File: config.mk
export PLATFORM = sky130hd
export DESIGN_NAME = bus_arbiter
export DESIGN_NICKNAME = d
export VERILOG_FILES = /design/src/rtl/bus_arbiter.sv
export SDC_FILE = /design/constraint.sdc
export NUM_CORES = 1
export LEC_CHECK = 0
export CORE_AREA = 3 3 119 121
export DETAILED_ROUTE_END_ITERATION = 8
export DIE_AREA = 0 0 122 124
export PLACE_DENSITY = 0.55
export SYNTH_ARGS = -nofsm -noshare
export SYNTH_HDL_FRONTEND = slang
export SYNTH_SLANG_ARGS = --single-unit
export TNS_END_PERCENT = 50
File: constraint.sdc
create_clock -name clk -period 2.04 [get_ports clk]
set_input_delay 0.204 -clock clk [delete_from_list [all_inputs] [get_ports clk]]
set_output_delay 0.204 -clock clk [all_outputs]
set_load 0.02 [all_outputs]
File: src/rtl/bus_arbiter.sv
// Two-master registered-grant arbiter for the shared peripheral bus.
// Round-robin tie-break, burst-limit handover, and an owner lock that suppresses the limit.
module bus_arbiter #(
    parameter int ADDR_W    = 32,
    parameter int DATA_W    = 32,
    parameter int MAX_BURST = 4
) (
    input  logic              clk,
    input  logic              rst,
    input  logic              m0_req,
    input  logic              m0_lock,
    input  logic [ADDR_W-1:0] m0_addr,
    input  logic [DATA_W-1:0] m0_wdata,
    input  logic              m0_we,
    input  logic [1:0]        m0_size,
    output logic              m0_gnt,
    output logic              m0_ack,
    output logic [DATA_W-1:0] m0_rdata,
    input  logic              m1_req,
    input  logic              m1_lock,
    input  logic [ADDR_W-1:0] m1_addr,
    input  logic [DATA_W-1:0] m1_wdata,
    input  logic              m1_we,
    input  logic [1:0]        m1_size,
    output logic              m1_gnt,
    output logic              m1_ack,
    output logic [DATA_W-1:0] m1_rdata,
    output logic [ADDR_W-1:0] bAddr,
    output logic [DATA_W-1:0] bWData,
    output logic              bWrite,
    output logic [1:0]        mem_size,
    input  logic [DATA_W-1:0] bRData
);

    localparam int CNT_W = (MAX_BURST > 1) ? $clog2(MAX_BURST) : 1;
    localparam logic [CNT_W-1:0] CNT_LAST = CNT_W'(MAX_BURST - 1);

    typedef enum logic [1:0] {
        OWN_NONE = 2'd0,
        OWN_M0   = 2'd1,
        OWN_M1   = 2'd2
    } owner_t;

    owner_t           owner;
    logic [CNT_W-1:0] cnt;
    logic             last_m1;   // 1: M1 was the last owner, so M0 wins the next tie

    // NOTE: owner, burst count and tie-break history are all state; they are
    // updated only with non-blocking assignments so every branch sees the
    // values from before this edge.
    always_ff @(posedge clk or negedge rst) begin
        if (!rst) begin
            owner   <= OWN_NONE;
            cnt     <= '0;
            last_m1 <= 1'b1;
        end else begin
            case (owner)
                OWN_NONE: begin
                    cnt <= '0;
                    if (m0_req && m1_req) owner <= last_m1 ? OWN_M0 : OWN_M1;
                    else if (m0_req)      owner <= OWN_M0;
                    else if (m1_req)      owner <= OWN_M1;
                end
                OWN_M0: begin
                    if (!m0_req) begin
                        cnt     <= '0;
                        last_m1 <= 1'b0;
                        owner   <= m1_req ? OWN_M1 : OWN_NONE;
                    end else if (cnt == CNT_LAST) begin
                        cnt <= '0;
                        if (m1_req && !m0_lock) begin
                            owner   <= OWN_M1;
                            last_m1 <= 1'b0;
                        end
                    end else begin
                        cnt <= cnt + 1'b1;
                    end
                end
                OWN_M1: begin
                    if (!m1_req) begin
                        cnt     <= '0;
                        last_m1 <= 1'b1;
                        owner   <= m0_req ? OWN_M0 : OWN_NONE;
                    end else if (cnt == CNT_LAST) begin
                        cnt <= '0;
                        if (m0_req && !m1_lock) begin
                            owner   <= OWN_M0;
                            last_m1 <= 1'b1;
                        end
                    end else begin
                        cnt <= cnt + 1'b1;
                    end
                end
                default: begin
                    owner <= OWN_NONE;
                    cnt   <= '0;
                end
            endcase
        end
    end

    // Grants decode straight from the owner register; acks are same-cycle.
    assign m0_gnt = (owner == OWN_M0);
    assign m1_gnt = (owner == OWN_M1);
    assign m0_ack = m0_gnt & m0_req;
    assign m1_ack = m1_gnt & m1_req;

    assign m0_rdata = m0_gnt ? bRData : '0;
    assign m1_rdata = m1_gnt ? bRData : '0;

    always_comb begin
        bAddr    = '0;
        bWData   = '0;
        bWrite   = 1'b0;
        mem_size = 2'b00;
        if (m0_gnt) begin
            bAddr    = m0_addr;
            bWData   = m0_wdata;
            bWrite   = m0_req & m0_we;
            mem_size = m0_size;
        end else if (m1_gnt) begin
            bAddr    = m1_addr;
            bWData   = m1_wdata;
            bWrite   = m1_req & m1_we;
            mem_size = m1_size;
        end
    end

endmodule
# --- Word level (Yosys, flattened, before mapping) ---
# Cells that the tools add are included.
# W data, S select, Z words.
op_classes:
  n_addsub: 1
  n_eq_ne: 8
  muxes: 34
  n_bitwise: 4
  n_reduce_logical: 9
op_table:
  columns: ["op", "count"]
  rows:
  - ["$mux W32", 6]
  - ["$mux W2", 16]
  - ["$ne A3 B2 Y1 const B", 4]
  - ["$reduce_and A5 Y1", 2]
  - ["$mux W1", 9]
  - ["$pmux W2 S3", 1]
  - ["$and A1 B1 Y1", 4]
  - ["$eq A2 B2 Y1 const B", 2]
  - ["$ne A4 B4 Y1 const B", 1]
  - ["$pmux W2 S2", 1]
  - ["$logic_and A1 B1 Y1", 3]
  - ["$add A2 B1 Y2 const B", 1]
  - ["$eq A2 B1 Y1 const B", 1]
  - ["$logic_not A1 Y1", 2]
  - ["$logic_not A2 Y1", 1]
  - ["$pmux W1 S2", 1]
  - ["$reduce_bool A2 Y1", 1]
totals:
  register_bits: 5
  inputBits: 172
  output_inout_bits: 135
  word_cells: 59

# --- Logic depth before layout (Yosys ltp) ---
depth:
  word_depth: 6
  mapped_depth: 8

# --- Worst setup path before layout ---
# Ideal clock, no wire load.
synth_path:
  path_type: "flip-flop to output port"
  from: "reg owner[0]"
  to: "out bAddr[10]"
  t_arrival_ns: 1.928
  required_ns: 1.836
  path_slack_ns: -0.092
  stages_incl_launch_ff: 8
  cell_sequence: "dfrtp_1 -> inv_1 -> ha_1 -> buf_6 -> buf_2 -> buf_1 -> nand2_1 -> o21ai_0"
synth_via:
  elab_chain_len: 3
  word_cells_on_any_way: 4
  classes_between: "eq/ne: 2; mux: 2"
synth_rtl:
  columns: ["element", "line", "rtl"]
  rows:
  - ["start: declaration", "44", "owner_t owner;"]
  - ["start signal: assignment", "60", "if (m0_req && m1_req) owner <= last_m1 ? OWN_M0 : OWN_M1;"]
  - ["start signal: assignment", "68", "owner <= m1_req ? OWN_M1 : OWN_NONE;"]
  - ["start signal: assignment", "83", "owner <= m0_req ? OWN_M0 : OWN_NONE;"]
  - ["$eq A2 B2 Y1", "104", "assign m1_gnt = (owner == OWN_M1);"]
  - ["net m1_gnt", "25", "output logic m1_gnt,"]
  - ["$mux W32", "121", "end else if (m1_gnt) begin"]
  - ["$mux W32", "116", "if (m0_gnt) begin"]
  - ["end: declaration", "28", "output logic [ADDR_W-1:0] bAddr,"]
# The timed path passes the listed nets, and every way through them passes these cells.

# --- Worst setup path after layout ---
layout_path:
  from: "reg owner[0]"
  to: "out bWData[7]"
layout_via:
  elab_chain_len: 3
  word_cells_on_any_way: 4
  classes_between: "eq/ne: 2; mux: 2"
layout_rtl:
  columns: ["element", "line", "rtl"]
  rows:
  - ["$eq A2 B2 Y1", "104", null]
  - ["$mux W32", "121", null]
  - ["$mux W32 *", "116", null]
  - ["end: declaration", "29", "output logic [DATA_W-1:0] bWData,"]
# Every way passes the cells marked *; elsewhere a longest branch is shown, timed or not.

==> flow_metrics.py <==
metrics = {
    "status": {
        "status": "finished clean",
    },
    "global_routing": {
        "overflow": 0,
        "grt_pass1_vias": 3215,
        "grt_util_all_layers": 0.128,
        "grt_antenna_before_repair": 0,
        "grt_max_degree": 57,
        "grt_pass1_wl_um": 15800,
    },
    "die": {
        "start_util": 0.131,
        "die_area_um2": 15100,
        "die_h_um": 124,
        "rows": 42,
        "core_um2": 13200,
        "ios": 307,
        "fp.dieW_um": 122,
    },
    "critical_path": {
        "cp.required_ns": 1.84,
        "reg2regPathDepth": 8,
        "end_kind": "output port",
        "path_cells": "inv_1 > ha_4 > buf_12 > buf_12 > nand2_1 > o21ai_0 > clkdlybuf4s15_2",
        "path_delay_family": "buffers and inverters",
        "r2r_slack_ns": 0.12,
        "slowest_delay_ns": 0.39,
        "r2r-start": "owner[1]$_DFFE_PN0P_",
        "worst_setup_path_start_kind": "flop",
        "slowest_stage": "dfrtp_1",
        "cp_max_fo": 15,
        "path_class": "reg2out",
        "r2r_end": "owner[1]$_DFFE_PN0P_",
        "cp.arrival_ns": 1.76,
        "worst-path-buf-inv": 4,
        "crit_top_cell": "buf_12",
    },
    "clock_tree": {
        "cts.sinks": 5,
        "clock_latency_ns": 0.23,
        "cts-htree-levels": 1,
        "clockBufferDepth": 2,
        "clk_pin_slew_ns": 0.03,
        "clockRootBuffer": "clkbuf_16",
        "cts_buffers": 3,
        "cts_tree": "done",
    },
    "flow_run": {
        "cap_viol_max_count": 0,
    },
    "cells_and_area": {
        "nFillCells": 1395,
        "drive_gt1_frac": 0.0997,
        "num-nets-final": 811,
        "areaGrowthSynthToFinish_pct": 197,
        "num_antenna_cells": 0,
        "stdcell_area_um2": 5130,
        "final_util": 0.389,
    },
    "route": {
        "dr_total_vias": 3292,
        "ant_nets": 0,
        "wl_met2_um": 5750,
        "drt_iter0_drc": 75,
        "post-route-drc-count": 0,
        "drt-met1-wl_um": 4060,
        "wl_per_cell_um": 13.9,
        "drt-total-wl_um": 11200,
        "via_per_inst": 4.07,
        "dr_wl_met3_um": 1350,
        "drt_first_pass_iters": 4,
        "highest_layer": "met4",
    },
    "sta": {
        "skew_ns": 0.000722,
        "min_period_ns": 1.97,
        "period_share": 0.964,
        "final_max_slew_viol_count": 0,
        "setup_ws_ns": 0.0740,
        "max_freq_mhz": 509,
        "setup_viol": 0,
        "fin_tns_setup_ns": 0,
        "worst_slew_pin_slew_ns": 0.261,
        "timing_hold_violations_final": 0,
        "slew_headroom": 0.826,
    },
    "logic_synthesis": {
        "synth_area_um2": 1730,
        "postSynthCellCount": 323,
        "avgSynthCellArea_um2": 5.34,
        "ys_seq_area_frac": 0.0732,
        "yosysUniqueCellTypes": 28,
        "ys_warn_count": 0,
        "synth_nets": 501,
        "synth-seq-cells": 5,
    },
    "pwr": {
        "finalPower_w": 0.00535,
        "p_leak_nw": 2.49,
        "p_per_area_nw_per_um2": 1040,
        "ir_worst_vdd_mv": 0.449,
    },
    "placed_design": {
        "hpwl_um": 9320,
        "placed_cell_area_um2": 5200,
        "pre_cts_ws_ns": -0.187,
        "port_buffers": 306,
        "gp_congestion": 0.743,
    },
    "hold_path": {
        "hp-class": "in2async",
    },
}
worst max-delay path by stage:
stage / start / end / slack, ns / cells after the start
global route: owner[0]$_DFFE_PN0P_ / bAddr[14] / -0.008 / 6
finish: owner[0]$_DFFE_PN0P_ / bWData[7] / 0.07 / 7
detailed placement: owner[0]$_DFFE_PN0P_ / bAddr[27] / -0.19 / 7
CTS: owner[0]$_DFFE_PN0P_ / m1_rdata[7] / -0.15 / 5
floorplan: owner[0]$_DFFE_PN0P_ / bAddr[5] / -0.09 / 7
global placement: owner[0]$_DFFE_PN0P_ / bAddr[27] / -0.16 / 7
synthesized netlist by cell type:
master / instances / share of area
a211oi_2: 1 / 0.0073
a21bo_2: 1 / 0.0058
a21oi_1: 3 / 0.0087
a22o_1: 5 / 0.025
and2_1: 64 / 0.23
and2b_1: 1 / 0.0044
and3_1: 1 / 0.0036
buf_1: 2 / 0.0044
buf_2: 6 / 0.017
buf_6: 1 / 0.0065
clkbuf_1: 19 / 0.041
dfrtp_1: 4 / 0.058
dfstp_2: 1 / 0.015
ha_1: 6 / 0.044
inv_1: 4 / 0.0087
mux2_1: 2 / 0.013
mux2i_1: 1 / 0.0058
nand2_1: 127 / 0.28
nand2_2: 1 / 0.0036
nand2b_1: 1 / 0.0036
nand3_1: 1 / 0.0029
nor2_1: 2 / 0.0044
nor2b_1: 2 / 0.0073
nor3_1: 1 / 0.0029
nor3b_1: 1 / 0.0044
o21ai_0: 63 / 0.18
o22ai_2: 1 / 0.0073
or3_1: 1 / 0.0036
power breakdown:
part	internal, W	switching, W	total (W)	leakage (nW)
Sequential	0.000142	0.0000212	0.000163	0.0632
Clock	0.000259	0.0000653	0.000324	0.0382
Combinational	0.00213	0.00272	0.00486	2.39
what timing repair did:
| action | 4_1_cts | 5_1_grt |
|---|---|---|
| hold buffers | 0 | 0 |
| hold endpoints to repair | 0 | 0 |
| setup endpoints to repair | 135 | 74 |
| resized for setup | 163 | 65 |
| buffers inserted | 0 | 1 |
| gates cloned | 0 | 1 |
| pin swaps | 0 | 1 |
metal layers:
layer / global-route usage / vias up
li1: - / 1651
met3: 0.0459 / 9
met2: 0.257 / 194
met1: 0.133 / 1438
met5: 0 / -
met4: 0.00700 / 0
sequential cells by signal (all words and copies together), names as in the netlist:
signal / cells
cnt: 2
owner: 2
last_m1: 1
placed cells by master, fill, tap and decap left out, drive strengths merged, types with 2 or more instances in the layout:
cell type	instances
clkdlybuf4s15	12
clkbuf	21
a21oi	3
a22o	5
dlymetal6s2s	3
nand2	128
clkdlybuf4s50	171
nor2	2
buf	30
o21ai	63
dlygate4sd1	2
dfrtp	4
inv	4
mux2	2
ha	6
dlygate4sd2	98
and2	64
nor2b	2
area by class of cell:
cell class,instances,area (µm²),area share
inverters,4,15.0,0.00293
repair buffers,333,3190,0.622
flip-flops and latches,5,126,0.0246
multi-input cells,286,1500,0.292
well taps,176,220,0.0429
clock buffers,4,78.8,0.0154
worst reg2reg max path, cell delays in order, from the launching register on:
cell	delay, ns
dfrtp_1	0.35
inv_1	0.08
buf_4	0.15
ha_1	0.21
buf_12	0.17
nand2_2	0.11
a21oi_1	0.10
a211oi_2	0.28
mux2_1	0.35
metrics by stage:
| stage | hold slack [ns] | cells |
|---|---|---|
| floorplan | -0.0916 | 323 |
| global placement | 0.423 | 802 |
| detailed placement | 0.443 | 802 |
| CTS | 0.220 | 806 |
| global route | 0.240 | 808 |
| finish | 0.208 | 808 |
kinds of logic after synthesis:
kind of cell	after synthesis	share of synthesized area
adders and majority gates	6	0.0435
muxes	3	0.0189
and+or+nand+nor	203	0.549
buffers and inverters	32	0.0783
DFF	5	0.0732
AOI/OAI and AO/OA	74	0.237
No activity file was read; power rests on OpenSTA's default activity.
